<file path="config.mk">
export PLATFORM = sky130hd
export DESIGN_NAME = sd_cmd_sequencer
export DESIGN_NICKNAME = d
export VERILOG_FILES = /design/src/rtl/sd_cmd_sequencer_pkg.sv /design/src/rtl/sd_cmd_timeout.sv /design/src/rtl/sd_cmd_sequencer.sv
export SDC_FILE = /design/constraint.sdc
export NUM_CORES = 1
export LEC_CHECK = 0
export BUFFER_PORTS_ARGS = -buffer_cell sky130_fd_sc_hd__buf_2
export CAP_MARGIN = 20
export CELL_PAD_IN_SITES_DETAIL_PLACEMENT = 0
export CELL_PAD_IN_SITES_GLOBAL_PLACEMENT = 1
export CORE_UTILIZATION = 39
export DETAILED_ROUTE_END_ITERATION = 7
export PLACE_DENSITY = 0.92
export REMOVE_ABC_BUFFERS = 1
export SKIP_CTS_REPAIR_TIMING = 1
export SLEW_MARGIN = 20
export SYNTH_ARGS = -nofsm -noshare
export SYNTH_HDL_FRONTEND = slang
export SYNTH_SLANG_ARGS = --single-unit
export TNS_END_PERCENT = 5
</file>
<file path="constraint.sdc">
create_clock -name clock -period 6.1 [get_ports clock]
set_input_delay 1.22 -clock clock [delete_from_list [all_inputs] [get_ports clock]]
set_output_delay 1.22 -clock clock [all_outputs]
set_load 0.01 [all_outputs]
</file>
<file path="src/rtl/sd_cmd_sequencer_pkg.sv">
// Shared encodings for the SD command sequencer: FSM states, response types,
// command-field positions and interrupt status bit positions.
package sd_cmd_sequencer_pkg;

  typedef enum logic [2:0] {
    StIdle,
    StSend,
    StWaitResp,
    StCheck,
    StComplete
  } state_e;

  typedef enum logic [1:0] {
    RespNone      = 2'b00,
    RespLong      = 2'b01,
    RespShort     = 2'b10,
    RespShortBusy = 2'b11
  } resp_type_e;

  // COMMAND register fields
  localparam int unsigned RespTypeMsb = 1;
  localparam int unsigned RespTypeLsb = 0;
  localparam int unsigned CmdCrcEnBit = 3;
  localparam int unsigned CmdIdxEnBit = 4;
  localparam int unsigned CmdIdxMsb   = 13;
  localparam int unsigned CmdIdxLsb   = 8;
  localparam int unsigned TmoExpMsb   = 3;

  // Start bit 0 followed by transmission bit 1
  localparam logic [1:0] FrameStartBits = 2'b01;

  // Interrupt status bit positions
  localparam int unsigned ErrTimeoutBit     = 0;
  localparam int unsigned ErrCrcBit         = 1;
  localparam int unsigned ErrIndexBit       = 3;
  localparam int unsigned NrmCmdCompleteBit = 0;
  localparam int unsigned NrmErrorBit       = 15;

  localparam int unsigned SwRstCmdBit = 1;

endpackage

</file>
<file path="src/rtl/sd_cmd_timeout.sv">
// Response timeout counter: limit = 2^(TIMEOUT_BASE + exponent), saturating to
// all-ones when the exponent sum does not fit in TIMEOUT_W bits.
module sd_cmd_timeout #(
  parameter int unsigned TIMEOUT_BASE = 8,
  parameter int unsigned TIMEOUT_W    = 32
) (
  input  logic       clock,
  input  logic       reset,
  input  logic       clear,
  input  logic       enable,
  input  logic [3:0] exponent,
  output logic       expired
);

  localparam logic [TIMEOUT_W-1:0] One = TIMEOUT_W'(1);

  logic [TIMEOUT_W-1:0] count_q, count_d, limit;
  int unsigned          exp_sum;

  always_comb begin
    exp_sum = TIMEOUT_BASE + 32'(exponent);
    if (exp_sum >= TIMEOUT_W) begin
      limit = '1;
    end else begin
      limit = One << exp_sum;
    end
  end

  always_comb begin
    count_d = count_q;
    if (clear) begin
      count_d = '0;
    end else if (enable) begin
      count_d = count_q + One;
    end
  end

  always_ff @(posedge clock or negedge reset) begin
    if (!reset) begin
      count_q <= '0;
    end else begin
      count_q <= count_d;
    end
  end

  assign expired = (count_q == (limit - One));

endmodule

</file>
<file path="src/rtl/sd_cmd_sequencer.sv">
// Runs one SD command transaction: frame to PHY, wait for / check the response
// or time out, then report status with a single-cycle command_complete.
module sd_cmd_sequencer
  import sd_cmd_sequencer_pkg::*;
#(
  parameter int unsigned TIMEOUT_BASE = 8,
  parameter int unsigned TIMEOUT_W    = 32
) (
  input  logic         clock,
  input  logic         reset,
  input  logic         cmd_start,
  input  logic [15:0]  command,
  input  logic [31:0]  argument,
  input  logic [15:0]  timeout_control,
  input  logic [2:0]   software_reset,
  output logic         phy_req,
  input  logic         phy_ack,
  output logic [39:0]  cmd_frame,
  output logic [1:0]   resp_expected,
  input  logic         phy_resp_valid,
  input  logic [127:0] phy_resp,
  input  logic [5:0]   phy_resp_index,
  input  logic         phy_crc_error,
  output logic [127:0] response_o,
  output logic [15:0]  normal_interrupt_status_o,
  output logic [15:0]  error_interrupt_status_o,
  output logic         command_complete,
  output logic         cmd_inhibit
);

  state_e         state_q, state_d;
  logic [15:0]    cmd_q;
  logic [3:0]     tmo_exp_q;
  logic [39:0]    frame_q;
  logic [127:0]   resp_q;
  logic           crc_err_q;
  logic [5:0]     resp_idx_q;
  logic [15:0]    err_q, err_d, nrm_q, nrm_d;
  resp_type_e     resp_type;
  logic           cmd_line_rst, cmd_accept, tmo_expired, unused_bits;

  assign cmd_line_rst = software_reset[SwRstCmdBit];
  assign cmd_accept   = (state_q == StIdle) && cmd_start && !cmd_line_rst;
  assign resp_type    = resp_type_e'(cmd_q[RespTypeMsb:RespTypeLsb]);
  assign unused_bits  = ^{cmd_q[15:14], cmd_q[7:5], cmd_q[2], timeout_control[15:4],
                          software_reset[2], software_reset[0]};

  sd_cmd_timeout #(
    .TIMEOUT_BASE (TIMEOUT_BASE),
    .TIMEOUT_W    (TIMEOUT_W)
  ) u_timeout (
    .clock    (clock),
    .reset    (reset),
    .clear    (cmd_line_rst || ((state_q == StSend) && phy_ack)),
    .enable   (state_q == StWaitResp),
    .exponent (tmo_exp_q),
    .expired  (tmo_expired)
  );

  always_ff @(posedge clock or negedge reset) begin
    if (!reset) begin
      state_q <= StIdle;
    end else begin
      state_q <= state_d;
    end
  end

  always_comb begin
    state_d = state_q;
    unique case (state_q)
      StIdle:     if (cmd_accept) state_d = StSend;
      StSend:     if (phy_ack) state_d = (resp_type == RespNone) ? StComplete : StWaitResp;
      // A response arriving on the limit cycle takes priority over the timeout
      StWaitResp: begin
        if (phy_resp_valid) begin
          state_d = StCheck;
        end else if (tmo_expired) begin
          state_d = StComplete;
        end
      end
      StCheck:    state_d = StComplete;
      StComplete: state_d = StIdle;
      default:    state_d = StIdle;
    endcase
    if (cmd_line_rst) state_d = StIdle;
  end

  always_comb begin
    phy_req          = (state_q == StSend);
    command_complete = (state_q == StComplete);
    cmd_inhibit      = (state_q == StSend) || (state_q == StWaitResp) || (state_q == StCheck);
  end

  always_comb begin
    err_d = err_q;
    nrm_d = nrm_q;
    if (cmd_accept) begin
      err_d = '0;
      nrm_d = '0;
    end
    if ((state_q == StWaitResp) && !phy_resp_valid && tmo_expired) begin
      err_d[ErrTimeoutBit] = 1'b1;
    end
    if (state_q == StCheck) begin
      err_d[ErrCrcBit]   = cmd_q[CmdCrcEnBit] & crc_err_q;
      // 136-bit responses carry no index field
      err_d[ErrIndexBit] = cmd_q[CmdIdxEnBit] & (resp_type != RespLong) &
                           (resp_idx_q != cmd_q[CmdIdxMsb:CmdIdxLsb]);
    end
    if (state_d == StComplete) begin
      nrm_d[NrmCmdCompleteBit] = 1'b1;
      nrm_d[NrmErrorBit]       = |err_d;
    end
    if (cmd_line_rst) begin
      err_d = '0;
      nrm_d = '0;
    end
  end

  always_ff @(posedge clock or negedge reset) begin
    if (!reset) begin
      cmd_q      <= '0;
      tmo_exp_q  <= '0;
      frame_q    <= '0;
      resp_q     <= '0;
      crc_err_q  <= 1'b0;
      resp_idx_q <= '0;
      err_q      <= '0;
      nrm_q      <= '0;
    end else begin
      err_q <= err_d;
      nrm_q <= nrm_d;
      if (cmd_line_rst) begin
        resp_q <= '0;
      end else begin
        if (cmd_accept) begin
          cmd_q     <= command;
          tmo_exp_q <= timeout_control[TmoExpMsb:0];
          frame_q   <= {FrameStartBits, command[CmdIdxMsb:CmdIdxLsb], argument};
        end
        if ((state_q == StWaitResp) && phy_resp_valid) begin
          resp_q     <= phy_resp;
          crc_err_q  <= phy_crc_error;
          resp_idx_q <= phy_resp_index;
        end
      end
    end
  end

  assign cmd_frame                 = frame_q;
  assign resp_expected             = cmd_q[RespTypeMsb:RespTypeLsb];
  assign response_o                = resp_q;
  assign normal_interrupt_status_o = nrm_q;
  assign error_interrupt_status_o  = err_q;

endmodule

</file>
==> reports/qor.yml <==
status:
  status: "finished, final reports clean"
yosys:
  synth_compound_area_frac: 0.1545
  synth_top_family_by_area: "compound AO/OA/AOI/OAI gates"
  syn_area_um2: 9622
  ys.warnings.count: 0
  synthMuxAreaShare: 0.06086
  ys_seq_area_frac: 0.6112
  synthMostInstantiatedCell: "dfrtp_1"
  synthTopCellsByCount: "dfrtp_1 (235), a22o_1 (128), mux2_2 (52)"
  ys_async_sr_fraction: 1.000
  avgSynthCellArea_um2: 12.68
  synth-xor-area-share: 0.02822
  synth_edf_count: 0
  synth_seq_cells: 235
  yosysTopAreaCell: "dfrtp_1"
  synthAdderAreaFrac: 0.001300
  syn_inst: 759
  synth_simple_gate_area_share: 0.09740
  synthTopCellsByArea: "dfrtp_1 (61%), a22o_1 (12%), mux2_2 (6.1%)"
  synth_cell_type_count: 62
  yosysTopAreaCellShare: 0.6112
  ys.flop_type: "dfrtp_1"
final_layout:
  final_core_util: 0.5230
  fin_cells: 1458
  drive_above_1_share: 0.4369
  area_growth_pct: 31.79
  final_nets: 1322
power:
  total_leakage_power_nw: 6.623
  ir_worst_vdd_uv: 174.1
  power_density_nw_per_um2: 317.2
floorplanning:
  die_h_um: 159.1
  start_util: 0.3968
  die_w_um: 159.1
  die_area_um2: 25300
  rows: 57
  io_pins: 412
  fp.coreArea_um2: 24250
sta:
  hold_violations: 0
  slew_violations: 0
  fmax_mhz: 337.9
  rsz0062_at_grt: "no"
  setup_viol: 0
  clock-skew-final_ns: 0.01232
  slew_headroom: 0.4479
  setup_tns_ns: 0
  tightest_slew_ns: 0.8073
  period_needed_ns: 2.960
  period_share: 0.4852
  whs_ns: 0.4940
place:
  dp_hpwl_um: 18470
  port_buffers: 376
  gp_congestion: 0.8235
  dp.cells: 1408
clock_network:
  cts_sinks: 235
  clock_latency_ns: 0.53
  htree_levels: 1
  cts_buffers: 26
  clk_pin_slew_ns: 0.06
  cts_tree: "done"
  cts_buffer_depth: 3
  cts_root_buffer: "clkbuf_16"
worst_setup_path:
  crit_required_ns: 4.88
  reg2reg_setup_slack_ns: 3.56
  start_kind: "flip-flop"
  end_kind: "primary output"
  crit_fanout: 13
  reg2reg_to: "response_o[50]"
  critPathKind: "reg -> out"
  critical_path_arrival_ns: 1.74
  critPathSlowestCell: "dfrtp_1"
  crit_start: "state_q[2]"
  crit_chain: "nor3b_1 > buf_2"
  rr_worst_depth: 6
  r2r-start: "state_q[1]"
  slowest_delay_ns: 0.52
  cp-endpoint: "phy_req"
drt:
  drc_errors: 0
  viasPerCell: 5.115
  vias: 7458
  wirelength_um: 25800
  drtAntennaViolNets: 0
  drtIter0Drc: 458
  first_pass_iters: 4
  routedWlPerCell_um: 17.70
flow_run:
  cap_violations: 0
global_route:
  gr-total-overflow: 0
  grt_usage: 0.2004
  first_global_vias: 7414
  antenna_found_initial: 4
  grt_pass1_wl_um: 40530
  grt_max_degree: 152
worst_hold_path:
  hold_class: "reg -> reg"
  min_path_cells: 1
-- per-stage QoR --
stage / cell area, µm² / setup slack, ns / power (mW)
CTS: 12640 / 3.113 / 4.070
detailed placement: 11660 / 3.158 / 2.307
floorplan: 9260 / -0.3601 / 2.048
global route: 12680 / 3.009 / 4.197
finish: 12680 / 3.140 / 4.022
global placement: 11640 / 2.939 / 2.291
-- cell families (layout without fill, tap and decap cells) --
group,Yosys count,after routing
DFF,235,235
muxes,52,52
adders and majority gates,1,1
buffers and inverters,80,440
AOI/OAI and AO/OA,182,182
and+or+nand+nor,177,177
other,1,16
xor gates and xnor gates,31,31
-- placed cells by master (no fill, tap or decap), types with 3 or more instances in the layout --
cell type,Yosys,final
nand3b_1,5,5
or2_2,3,3
bufinv_16,0,6
clkinvlp_4,0,3
and3_1,6,6
dfrtp_1,235,235
a311oi_1,3,3
o21ai_0,9,9
clkbuf_8,1,5
nor3_1,6,6
nand2_1,29,29
nor2b_1,3,3
a22o_1,128,128
a21oi_1,16,15
buf_4,24,5
xnor2_1,13,13
xor2_1,18,18
buf_2,12,375
a31oi_1,5,5
and2_1,17,17
conb_1,1,15
nand2b_1,4,4
nand4_1,14,14
nor4_1,10,10
nor2_1,51,50
nand3_1,13,13
inv_1,8,8
clkbuf_16,0,26
mux2_2,52,52
-- cell type report --
cell class,count,area [µm²]
inverter,8,30.03
clock buffer,33,726.9
tap,324,405.4
sequential,235,5881
antenna,1,2.502
clock inverter,14,250.2
timing repair buffer,385,2012
fill,2138,11570
multi-input combinational,458,3373
-- metal layers --
metal | vias to the layer above | share of wire | global-route usage
met5 | - | 0.00093 | 0
met4 | 4 | 0.035 | 0.08129
met3 | 59 | 0.070 | 0.04949
met2 | 276 | 0.50 | 0.3407
met1 | 3663 | 0.40 | 0.2441
li1 | 3456 | - | -
-- registers in the layout, indices dropped and copies added, names as in the netlist, 3 cells and up --
| name | count |
|---|---|
| tmo_exp_q | 4 |
| response_o | 128 |
| resp_idx_q | 6 |
| u_timeout.count_q | 32 |
| error_interrupt_status_o | 16 |
| cmd_frame | 34 |
| state_q | 3 |
| cmd_q | 9 |
-- power breakdown --
part	leakage, nW	switching [mW]	total [mW]	internal, mW
clock network	0.468	0.645	1.75	1.10
registers	3.16	0.0900	1.77	1.68
logic	2.99	0.261	0.507	0.247
total	6.62	0.995	4.02	3.03
-- worst min-delay path by stage --
| stage | from | endpoint | slack, ns |
|---|---|---|---|
| 2_1_floorplan | crc_err_q | crc_err_q | 0.47 |
| 3_3_place_gp | cmd_frame[38] | cmd_frame[38] | 0.45 |
| 3_5_place_dp | cmd_frame[38] | cmd_frame[38] | 0.45 |
| 4_1_cts | crc_err_q | crc_err_q | 0.50 |
| 5_1_grt | response_o[39] | response_o[39] | 0.51 |
| 6_report | cmd_frame[38] | cmd_frame[38] | 0.49 |
-- critical path: cells and delay by family, from the launching register on --
family / cells / cell delay, ns
buf+inv: 1 / 0.23
simple gates: 1 / 0.45
flops: 1 / 0.52
(Power assumes the default switching activity.)
